==> config.mk <==
export PLATFORM = sky130hd
export DESIGN_NAME = gate_sequencer_flat
export DESIGN_NICKNAME = d
export VERILOG_FILES = /design/src/rtl/gate_sequencer_if.sv /design/src/rtl/gate_sequencer.sv /design/src/flat_wrapper.sv
export SDC_FILE = /design/constraint.sdc
export NUM_CORES = 1
export LEC_CHECK = 0
export ABC_AREA = 1
export CAP_MARGIN = 30
export CORE_MARGIN = 5
export CORE_UTILIZATION = 48
export DETAILED_ROUTE_END_ITERATION = 7
export GPL_ROUTABILITY_DRIVEN = 0
export PLACE_DENSITY_LB_ADDON = 0.05
export SLEW_MARGIN = 20
export SYNTH_ARGS = -nofsm -noshare
export SYNTH_HDL_FRONTEND = slang
export SYNTH_SLANG_ARGS = --single-unit
==> constraint.sdc <==
create_clock -name eclk -period 2.2 [get_ports eclk]
set_input_delay 0.22 -clock eclk [delete_from_list [all_inputs] [get_ports eclk]]
set_output_delay 0.22 -clock eclk [all_outputs]
set_load 0.05 [all_outputs]
==> src/rtl/gate_sequencer_if.sv <==
// Bus between the gate sequencer, the edge counter it gates and the
// downstream consumer of its measurement results.
//
// Result handshake: the sequencer (master) raises valid while result and
// overflow hold a completed measurement. It keeps all three stable until it
// samples valid & ready together on a rising eclk edge. Only that edge
// transfers the result. The consumer (slave) may drive ready at any time,
// and ready has no effect while valid is low.
//
// Counter side: the master drives en_counter. The slave side (the counter)
// returns its running count and its 999-reached flag.
interface gate_sequencer_if #(
  parameter int CNT_W = 11
);
  logic             en_counter;
  logic [CNT_W-1:0] cnt;
  logic             cnt_full;
  logic [CNT_W-1:0] result;
  logic             overflow;
  logic             valid;
  logic             ready;

  modport master (
    output en_counter,
    output result,
    output overflow,
    output valid,
    input  cnt,
    input  cnt_full,
    input  ready
  );

  modport slave (
    input  en_counter,
    input  result,
    input  overflow,
    input  valid,
    output cnt,
    output cnt_full,
    output ready
  );
endinterface

==> src/rtl/gate_sequencer.sv <==
// Measurement sequencer for the edge counter.
// On a start request in IDLE it opens the counter gate for exactly GATE_LEN
// eclk cycles. It then spends one CAPTURE cycle latching the counter's final
// value, while the counter still holds that value with the gate closed. The
// captured result and the overflow flag are presented on a valid/ready
// handshake until the consumer accepts them.
// GATE_LEN must lie in 1..2047 so that it fits the 11-bit gate-cycle counter.
module gate_sequencer #(
  parameter int GATE_LEN = 1000,
  parameter int CNT_W    = 11
) (
  input  logic             eclk,
  input  logic             clr,
  input  logic             start,
  output logic             busy,
  output logic [1:0]       dbg_state_o,
  output logic [10:0]      dbg_gate_cnt_o,
  gate_sequencer_if.master bus
);

  typedef enum logic [1:0] {
    S_IDLE    = 2'd0,
    S_GATE    = 2'd1,
    S_CAPTURE = 2'd2,
    S_HOLD    = 2'd3
  } state_t;

  // Last value of the gate-cycle counter. The counter starts at 0 in the
  // first gate cycle, so reaching GATE_LEN-1 means GATE_LEN cycles are done.
  localparam logic [10:0] GATE_LAST = 11'(GATE_LEN - 1);

  state_t           state_q;
  state_t           state_d;
  logic [10:0]      gate_cnt_q;
  logic [10:0]      gate_cnt_d;
  logic             en_q;
  logic             en_d;
  logic [CNT_W-1:0] result_q;
  logic [CNT_W-1:0] result_d;
  logic             ovf_q;
  logic             ovf_d;
  logic             valid_c;
  logic             busy_c;

  // These events are decoded from the current state only. They feed both the
  // next-state logic and the datapath.
  logic gate_entry;
  logic gate_done;
  logic hs_done;

  assign gate_entry = (state_q == S_IDLE) && start;
  assign gate_done  = (state_q == S_GATE) && (gate_cnt_q == GATE_LAST);
  assign hs_done    = (state_q == S_HOLD) && bus.ready;

  // State register: reset returns to IDLE immediately, even mid-gate.
  always_ff @(posedge eclk or negedge clr) begin
    if (!clr) begin
      state_q <= S_IDLE;
    end else begin
      state_q <= state_d;
    end
  end

  // Next-state logic: start is seen only in IDLE and ready only in HOLD.
  // A start arriving in the same HOLD cycle as ready is therefore dropped.
  always_comb begin
    state_d = state_q;
    unique case (state_q)
      S_IDLE: begin
        if (gate_entry) begin
          state_d = S_GATE;
        end
      end
      S_GATE: begin
        if (gate_done) begin
          state_d = S_CAPTURE;
        end
      end
      S_CAPTURE: begin
        state_d = S_HOLD;
      end
      S_HOLD: begin
        if (hs_done) begin
          state_d = S_IDLE;
        end
      end
      default: begin
        state_d = S_IDLE;
      end
    endcase
  end

  // Output and datapath decode: next values of the registered outputs, plus
  // the flags decoded directly from the state.
  always_comb begin
    valid_c = (state_q == S_HOLD);
    busy_c  = (state_q != S_IDLE);

    // The gate is registered from the next state, so it is high exactly in
    // the cycles where the state register holds GATE.
    en_d = (state_d == S_GATE);

    gate_cnt_d = gate_cnt_q;
    if (gate_entry) begin
      gate_cnt_d = 11'd0;
    end else if (state_q == S_GATE) begin
      gate_cnt_d = gate_cnt_q + 11'd1;
    end

    // The counter still holds its final value during CAPTURE. It clears on
    // the same edge that latches that value here.
    result_d = result_q;
    if (state_q == S_CAPTURE) begin
      result_d = bus.cnt;
    end

    // cnt_full lags the counter by one edge, so it is also watched on the
    // CAPTURE edge. The flag stays sticky until the next gate opens.
    ovf_d = ovf_q;
    if (gate_entry) begin
      ovf_d = 1'b0;
    end else if (((state_q == S_GATE) || (state_q == S_CAPTURE)) && bus.cnt_full) begin
      ovf_d = 1'b1;
    end
  end

  // Registered gate, gate-cycle counter, result and overflow. All of them
  // clear asynchronously on reset.
  always_ff @(posedge eclk or negedge clr) begin
    if (!clr) begin
      en_q       <= 1'b0;
      gate_cnt_q <= 11'd0;
      result_q   <= '0;
      ovf_q      <= 1'b0;
    end else begin
      en_q       <= en_d;
      gate_cnt_q <= gate_cnt_d;
      result_q   <= result_d;
      ovf_q      <= ovf_d;
    end
  end

  assign bus.en_counter = en_q;
  assign bus.result     = result_q;
  assign bus.overflow   = ovf_q;
  assign bus.valid      = valid_c;
  assign busy           = busy_c;

  assign dbg_state_o    = state_q;
  assign dbg_gate_cnt_o = gate_cnt_q;

endmodule
==> src/flat_wrapper.sv <==
// flat-port wrapper written by rule: the top's interface ports become plain ports
module gate_sequencer_flat 
#(
  parameter int GATE_LEN = 1000,
  parameter int CNT_W    = 11
)
  (eclk, clr, start, busy, dbg_state_o, dbg_gate_cnt_o, bus_en_counter, bus_result, bus_overflow, bus_valid, bus_cnt, bus_cnt_full, bus_ready);
  gate_sequencer_if #(.CNT_W(CNT_W)) bus_i ();
  input  logic eclk;
  input  logic clr;
  input  logic start;
  output logic busy;
  output logic [1:0] dbg_state_o;
  output logic [10:0] dbg_gate_cnt_o;
  output wire logic [$bits(bus_i.en_counter)-1:0] bus_en_counter;
  output wire logic [$bits(bus_i.result)-1:0] bus_result;
  output wire logic [$bits(bus_i.overflow)-1:0] bus_overflow;
  output wire logic [$bits(bus_i.valid)-1:0] bus_valid;
  input wire logic [$bits(bus_i.cnt)-1:0] bus_cnt;
  input wire logic [$bits(bus_i.cnt_full)-1:0] bus_cnt_full;
  input wire logic [$bits(bus_i.ready)-1:0] bus_ready;
  assign bus_en_counter = bus_i.en_counter;
  assign bus_result = bus_i.result;
  assign bus_overflow = bus_i.overflow;
  assign bus_valid = bus_i.valid;
  assign bus_i.cnt = bus_cnt;
  assign bus_i.cnt_full = bus_cnt_full;
  assign bus_i.ready = bus_ready;
  gate_sequencer #(.GATE_LEN(GATE_LEN), .CNT_W(CNT_W)) u_core (.eclk(eclk), .clr(clr), .start(start), .busy(busy), .dbg_state_o(dbg_state_o), .dbg_gate_cnt_o(dbg_gate_cnt_o), .bus(bus_i));
endmodule
### Yosys cells after proc, flatten, opt, wreduce, memory -nomap -nowiden

Index checks and enable logic that the tools add are counted.

| word-level totals | value |
|---|---|
| bits in registers | 26 |
| output and inout port bits | 28 |
| word-level logic and storage cells | 28 |

| cells by class | value |
|---|---|
| add/sub/neg operators | 1 |
| eq/ne operators | 5 |
| mux-type cells | 8 |
| reductions and logical operators | 9 |

Operator list:

| cell | number |
|---|---|
| $mux W11 | 2 |
| $add A11 B1 Y11 const B | 1 |
| $eq A11 B10 Y1 const B | 1 |
| $pmux W2 S4 | 1 |
| $mux W2 | 3 |
| $reduce_bool A2 Y1 | 3 |
| $eq A2 B1 Y1 const B | 2 |
| $eq A2 B2 Y1 const B | 2 |
| $logic_and A1 B1 Y1 | 4 |
| $logic_not A2 Y1 | 1 |
| $mux W1 | 2 |
| $logic_or A1 B1 Y1 | 1 |

### Logic depth before layout (Yosys ltp)

Gate-level depths: netlist of run 1.

| logic depth | value |
|---|---|
| word-level depth | 5 |
| depth in mapped cells | 10 |
| mapped depth without buffers | 10 |

### Least setup slack after synthesis of run 1

No wires, ideal clock.

| path | value |
|---|---|
| kind | flip-flop to flip-flop |
| start point | register u_core.state_q[1] (netlist: u_core.dbg_state_o[1]) |
| end point | register u_core.en_q (netlist: u_core.bus.en_counter) |
| arrival | 1.742 ns |
| slack | 0.337 ns |
| cell stages (with the launch flop) | 9 |
| buffers on the path | 0 |
| period minus slack after synthesis | 1.863 ns |
| cells stage by stage | dfrtp_1 ha_1 nand2_1 nand2_1 a21oi_1 nand2_1 nand2_1 nand2_1 nor2_1 |

| on the way | value |
|---|---|
| cells in the longest elaborated chain, start to end | 5 |
| elaborated cells between the ends (all ways) | 12 |
| classes of those cells | eq/ne: 4; mux: 4; reduce/logical: 4 |

RTL lines:

| element | RTL line | text |
|---|---|---|
| start, declared | gate_sequencer.sv:32 | `state_t state_q;` |
| start signal, assigned | gate_sequencer.sv:60 | `state_q <= state_d;` |
| $eq A2 B2 Y1 (*) | n/a |  |
| net bus_valid | flat_wrapper.sv:18 | `output wire logic [$bits(bus_i.valid)-1:0] bus_valid;` |
| $logic_and A1 B1 Y1 | gate_sequencer.sv:53 | `assign hs_done = (state_q == S_HOLD) && bus.ready;` |
| $mux W2 | gate_sequencer.sv:83 | `if (hs_done) begin` |
| $pmux W2 S4 (*) | gate_sequencer.sv:68 | `unique case (state_q)` |
| net u_core.state_d[1] | gate_sequencer.sv:33 | `state_t state_d;` |
| $eq A2 B1 Y1 (*) | gate_sequencer.sv:101 | `en_d = (state_d == S_GATE);` |
| net u_core.en_d | gate_sequencer.sv:37 | `logic en_d;` |
| end signal, assigned | gate_sequencer.sv:136 | `en_q <= en_d;` |
| end, declared | gate_sequencer.sv:36 | `logic en_q;` |

The timed path passes the listed nets; every way through them passes the cells marked *.
A chain may end at the register's enable or synchronous reset.

### Worst setup path in the final report of run 1

| path | value |
|---|---|
| start point | register u_core.state_q[1] (netlist: u_core.dbg_state_o[1]) |
| end point | output port bus_valid |

| on the way | value |
|---|---|
| cells in the longest elaborated chain, start to end | 1 |

RTL lines:

| element | RTL line | text |
|---|---|---|
| $eq A2 B2 Y1 | gate_sequencer.sv:96 | `valid_c = (state_q == S_HOLD);` |
| end, declared | flat_wrapper.sv:18 |  |

Every way passes these cells.

==> metrics.md, run 1 <==
| Metric | Value |
|---|---|
| Per-cell routed wire length | `~13 µm` |
| Final antenna-violating net count | `0` |
| Largest cells by area after synthesis | `dfrtp_1 (49%), mux2_2 (9.4%), nand2_1 (8.6%)` |
| Status | `completed` |
| Placed Cells incl. Taps | `approximately 220` |
| Leak pwr | `0.931 nW` |
| Post-route insts no fill | `~230` |
| Fmax | `0.491 GHz` |
| Routed WL | `~3000 µm` |
| Main synth FF type | `dfrtp_1` |
| CTS root buffer | `clkbuf_4` |
| Die area | `3890 µm²` |
| Critical Path RT | `around 2 ns` |
| Max-cap violations | `0` |
| Critical Path Source Type | `register` |
| Ant diodes | `0` |
| Slew Viols, Final | `0` |
| Number of buffers added on ports | `43` |
| CP Capture Type | `primary output` |
| Clock-pin slew on the worst setup and hold paths | `around 0.14 ns` |
| Final Hold Fails | `0` |
| Clk_lat worst skew | `about 0.32 ns` |
| Setup TNS | `0 ns` |
| Synth Area per Inst | `between 8 and 9 µm²` |
| Count leader, synth | `nand2_1` |
| H-Tree Depth | `1` |
| CP Max Fanout | `6` |
| RSZ-0062 raised after global routing | `false` |
| VDD IR max | `about 0.00042 V` |
| Endpoints failing setup | `0` |
| Proportion of layout cells with a drive suffix above 1 | `between 10% and 20%` |
| Via/cell ratio | `between 5 and 6` |
| GRT Overall Usage | `between 10% and 20%` |
| TritonRoute pass-1 iters | `4` |
| I/O pin cnt | `between 40 and 50` |
| Post-synth top cells | `nand2_1 (30), dfrtp_1 (26), inv_1 (24)` |
| Global-route wire length before repair | `approximately 5400 µm` |
| Num CTS Buffers | `3` |
| Number of hold buffers added after CTS | `0` |
| Tmin final | `2.03 ns` |
| Mapped Cells | `148` |
| CTS tree | `done` |
| Nets@finish | `between 200 and 250` |
| Core Rows | `19` |
| Post-synth EDFFs | `0` |
| Clock Path Buffers | `2` |
| Synth top area share | `between 40% and 50%` |
| Seq cells post-synth | `26` |
| Area growth from synthesis to layout | `40.1%` |
| Dpl hpwl | `2400 µm` |
| Final period util | `92.5%` |
| Hold/Removal Path Class | `in2async` |
| CP Class | `reg2out` |
| Async SR Flop Fraction | `100%` |
| Die W | `~62 µm` |
| Post-synth cell types | `19` |
| Largest net degree at the start of global routing | `27` |
| Total vias in the final route | `~1200` |
| Drt initial violations | `51` |
| Total gr overflow | `0` |
| Syn nets | `170` |
| Residual DRC | `0` |
| Floorplan core area | `around 2700 µm²` |
| Clock skew | `roughly 0.0042 ns` |
| PwrDens | `about 460 nW/µm²` |
| Worst slew pin tran | `0.555 ns` |
| Post-synthesis sequential area ratio | `49.5%` |
| Die height | `slightly above 60 µm` |
| Area leader, netlist | `dfrtp_1` |
| Mapped Area | `1320 µm²` |
| Vias in the first global route | `1272` |
| Slew headroom | `a little over three fifths` |
| Yosys warns | `0` |
| Initial antenna violation count | `0` |
| Starting density of the core | `roughly half` |
| CTS sink cnt | `26` |
| WP data arrival | `between 1.5 and 2 ns` |
logic make-up after synthesis:
logic type                 synth area share, %
and+or+nand+nor                           22.0
buffers and inverters                     7.52
DFF                                       49.5
AOI/OAI and AO/OA                         5.90
muxes                                     9.42
adders and majority gates                 5.71
final cells by class:
type                       count  area, µm²
inverter                      24       90.1
sequential                    26        651
clock buffer                   3       22.5
timing repair buffer          45        444
tap                           31       38.8
fill                         223        845
clock inverter                 1       30.0
multi-input combinational     96        566
path summary, 6_finish.rpt:
path	from	endpoint	slack [ns]	depth (start not counted)
max in group asynchronous	clr	u_core.dbg_gate_cnt_o[4]	1.70	2
hold reg to reg	u_core.bus.result[2]	u_core.bus.result[2]	0.53	1
min in group eclk	bus_cnt[7]	u_core.bus.result[7]	0.50	2
hold / removal	clr	u_core.dbg_gate_cnt_o[9]	0.26	2
setup reg to reg	u_core.dbg_state_o[1]	u_core.dbg_gate_cnt_o[10]	0.47	10
setup / recovery	u_core.dbg_state_o[1]	bus_valid	0.17	2
registers in the layout, indices dropped and copies added (netlist names):
signal and cells:
u_core.bus.result 11, u_core.dbg_gate_cnt_o 11, u_core.dbg_state_o 2, u_core.bus.en_counter 1
u_core.bus.overflow 1
metrics by stage:
step                      hold slack (ns)  area, µm²  setup WS [ns]  util [%]  power, W
after CTS                           0.266       1840          0.142      68.6  0.000853
final                               0.255       1840          0.165      68.6  0.000844
after detailed placement            0.494       1790          0.387      66.7  0.000526
after floorplan                   -0.0756       1320          0.337         -  0.000488
after global routing                0.269       1840         0.0751      68.6  0.000885
after global placement              0.483       1790          0.431      66.7  0.000524
power breakdown:
| part | internal, W | switching [W] |
|---|---|---|
| combinational | 0.0000247 | 0.0000127 |
| sequential | 0.000478 | 0.0000000000000000000493 |
| clock | 0.000184 | 0.000144 |
layout by cell type, fill, tap and decap left out, drive strengths merged:
cell type	count
a21oi	7
nor2	17
dlygate4sd2	1
nand4	4
o21bai	1
bufinv	1
buf	2
o21ai	7
ha	6
inv	24
and2	1
mux2	11
nand3	8
nand2	31
clkdlybuf4s50	42
dfrtp	26
nor3	3
clkbuf	3
worst max-delay path, stage by stage (launching register included):
cell and delay, ns:
dfrtp_1 0.47, ha_1 0.22, clkdlybuf4s50_1 0.81
layer usage:
metal / vias up / share of wire (%) / track usage [%]
met5: - / 0 / 0
met4: 0 / 1.1 / 5.57
met3: 4 / 7.7 / 5.59
met2: 29 / 53 / 31.1
met1: 554 / 38 / 17.2
li1: 563 / - / -
repair_timing:
action | 4_1_cts | 5_1_grt
gates resized for setup | 1 | 0
buffers inserted | 0 | 0
endpoints found under the setup margin | 1 | 0
hold endpoints to repair | 0 | 0
No activity file was read; power rests on OpenSTA's default activity.
==> inputs of run 2 (changes only) <==
--- a/config.mk
+++ b/config.mk
@@ -7,6 +7,7 @@
 export LEC_CHECK = 0
 export ABC_AREA = 1
 export CAP_MARGIN = 30
+export CORE_ASPECT_RATIO = 1.4
 export CORE_MARGIN = 5
 export CORE_UTILIZATION = 48
 export DETAILED_ROUTE_END_ITERATION = 7
==> metrics.md, run 2 (synthesis results as in run 1) <==
| Metric | Value |
|---|---|
| Status | `completed` |
| Area growth from synthesis to layout | `40.2%` |
| Ant diodes | `0 (unchanged)` |
| Slew Viols, Final | `0 (unchanged)` |
| # fillers | `225 (+0.90%)` |
| CTS tree | `done` |
| Vias in the first global route | `1234 (-3.0%)` |
| Die W | `54.2 µm (-13%)` |
| CP Class | `reg2out` |
| CTS root buffer | `clkbuf_4` |
| Drt initial violations | `11 (-78%)` |
| CP max stage delay | `0.80 ns (about the same)` |
| Most common cell after layout, fill and taps aside | `clkdlybuf4s50_1` |
| Global-route wire length before repair | `5240 µm (-3.3%)` |
| Via/cell ratio | `4.82 (-5.2%)` |
| Proportion of layout cells with a drive suffix above 1 | `10.3% (-0.46 points)` |
| R2R depth | `8 (-2)` |
| VDD IR max | `0.000378 V (-10%)` |
| Endpoints failing setup | `0 (unchanged)` |
| Clock Path Buffers | `2 (unchanged)` |
| Post-route insts no fill | `230 (+1.8%)` |
| PwrDens | `456 nW/µm² (-0.38%)` |
| Die height | `71.9 µm (+15%)` |
| Per-cell routed wire length | `13.2 µm (-0.49%)` |
| CTS sink cnt | `26 (unchanged)` |
| Num CTS Buffers | `3 (unchanged)` |
| Critical Path Source Type | `register` |
| Max-cap violations | `0 (unchanged)` |
| Clock-pin slew on the worst setup and hold paths | `0.15 ns (about the same)` |
| CP Max Fanout | `6 (unchanged)` |
| Slowest cell on crit path | `clkdlybuf4s50_1` |
| Clock skew | `0.0131 ns (+0.00892 ns)` |
| Dpl hpwl | `2430 µm (+1.5%)` |
| Area of the multi-input gates | `566 µm² (unchanged)` |
| CP Capture Type | `primary output` |
| Fmax | `0.503 GHz (+2.4%)` |
| H-Tree Depth | `1 (unchanged)` |
| Routed WL | `3030 µm (+1.3%)` |
| GRT Overall Usage | `17.7% (+1.0 points)` |
| Starting density of the core | `49.8% (+0.81 points)` |
| Worst slew pin tran | `0.544 ns (-0.0113 ns)` |
| Total vias in the final route | `1109 (-3.6%)` |
| Clk_lat worst skew | `0.32 ns (about the same)` |
| Floorplan core area | `2640 µm² (-1.6%)` |
| Placed Cells incl. Taps | `226 (+1.8%)` |
| Setup TNS | `0 ns (unchanged)` |
| Hold/Removal Path Class | `in2async` |
| Tmin final | `1.99 ns (-0.0475 ns)` |
| Critical Path RT | `1.98 ns (about the same)` |
| Fin Hold WS | `0.271 ns (+0.0153 ns)` |
| TritonRoute pass-1 iters | `3 (-1)` |
| Total gr overflow | `0 (unchanged)` |
| Largest net degree at the start of global routing | `27 (unchanged)` |
| Die area | `3900 µm² (+0.38%)` |
| Nets@finish | `217 (-0.46%)` |
| Final antenna-violating net count | `0 (unchanged)` |
| WP data arrival | `1.77 ns (-0.04 ns)` |
| Worst path cell trace | `ha_1 -> clkdlybuf4s50_1` |
| Leak pwr | `0.929 nW (-0.26%)` |
| Register Area | `651 µm² (unchanged)` |
| Residual DRC | `0 (unchanged)` |
| Initial antenna violation count | `0 (unchanged)` |
| Final Hold Fails | `0 (unchanged)` |
| Slew headroom | `63.7% (+0.76 points)` |
| Most frequent cells in the layout | `clkdlybuf4s50_1 (42), nand2_1 (30), dfrtp_1 (26), inv_1 (24), nor2_1 (15)` |
| I/O pin cnt | `44 (unchanged)` |
| Core Rows | `22 (+3)` |
| Number of buffers added on ports | `43 (unchanged)` |
| Final period util | `90.3% (-2.2 points)` |
| RSZ-0062 raised after global routing | `false` |
| Post-layout util | `69.8% (+1.2 points)` |
| Number of hold buffers added after CTS | `0 (unchanged)` |
-- run 2: cell count changes in the layout (fill, tap and decap cells not counted), sizes merged --
cell | before | now
buf | 2 | 1
dlygate4sd2 | 1 | 0
dlymetal6s2s | 0 | 1
-- run 2: area by class of cell --
class / count / share of cell area, %
inverters: 24 / 4.88
flip-flops and latches: 26 / 35.3
multi-input cells: 96 / 30.7
clock buffers: 3 / 1.22
well taps: 36 / 2.44
clock inverters: 1 / 1.63
repair buffers: 44 / 23.9
-- run 2: critical path, delay by kind of cell, from the launching register on --
family     cells  cell delay, ns
buf+inv        1            0.80
fa+ha+maj      1            0.20
flops          1            0.46
-- run 2: stage by stage --
stage                     setup slack [ns]  power [W]  instance area [µm²]
after global routing                 0.130   0.000871                 1840
after detailed placement             0.386   0.000526                 1790
after floorplan                      0.337   0.000488                 1320
after CTS                           0.0115   0.000853                 1840
final                                0.213   0.000842                 1840
after global placement               0.438   0.000525                 1790
-- run 2: repair_timing --
action / CTS / global route
endpoints found under the setup margin: 0 / 1
resized for setup: 0 / 1
buffers inserted: 0 / 0
-- run 2: final timing paths --
kind / start / end / slack [ns]
max reg2reg: u_core.dbg_state_o[1] / u_core.bus.en_counter / 0.45
max: u_core.dbg_state_o[1] / bus_valid / 0.21
min: clr / u_core.bus.result[2] / 0.27
max in group asynchronous: clr / u_core.dbg_gate_cnt_o[2] / 1.67
min reg2reg: u_core.bus.result[8] / u_core.bus.result[8] / 0.52
min in group eclk: bus_cnt[4] / u_core.bus.result[4] / 0.50
-- run 2: report_power, final --
part	internal [W]	total (W)	switching, W	leakage, nW
logic	0.0000247	0.0000376	0.0000129	0.573
clock network	0.000184	0.000326	0.000142	0.0279
registers	0.000478	0.000478	0.0000000000000000000424	0.328
-- run 2: per-layer routing --
layer	vias to the layer above	wire, µm	GRT usage, %
li1	561	-	-
met1	519	1200	19.7
met2	27	1610	32.1
met3	2	195	4.93
met4	0	21	4.16
met5	-	0	0
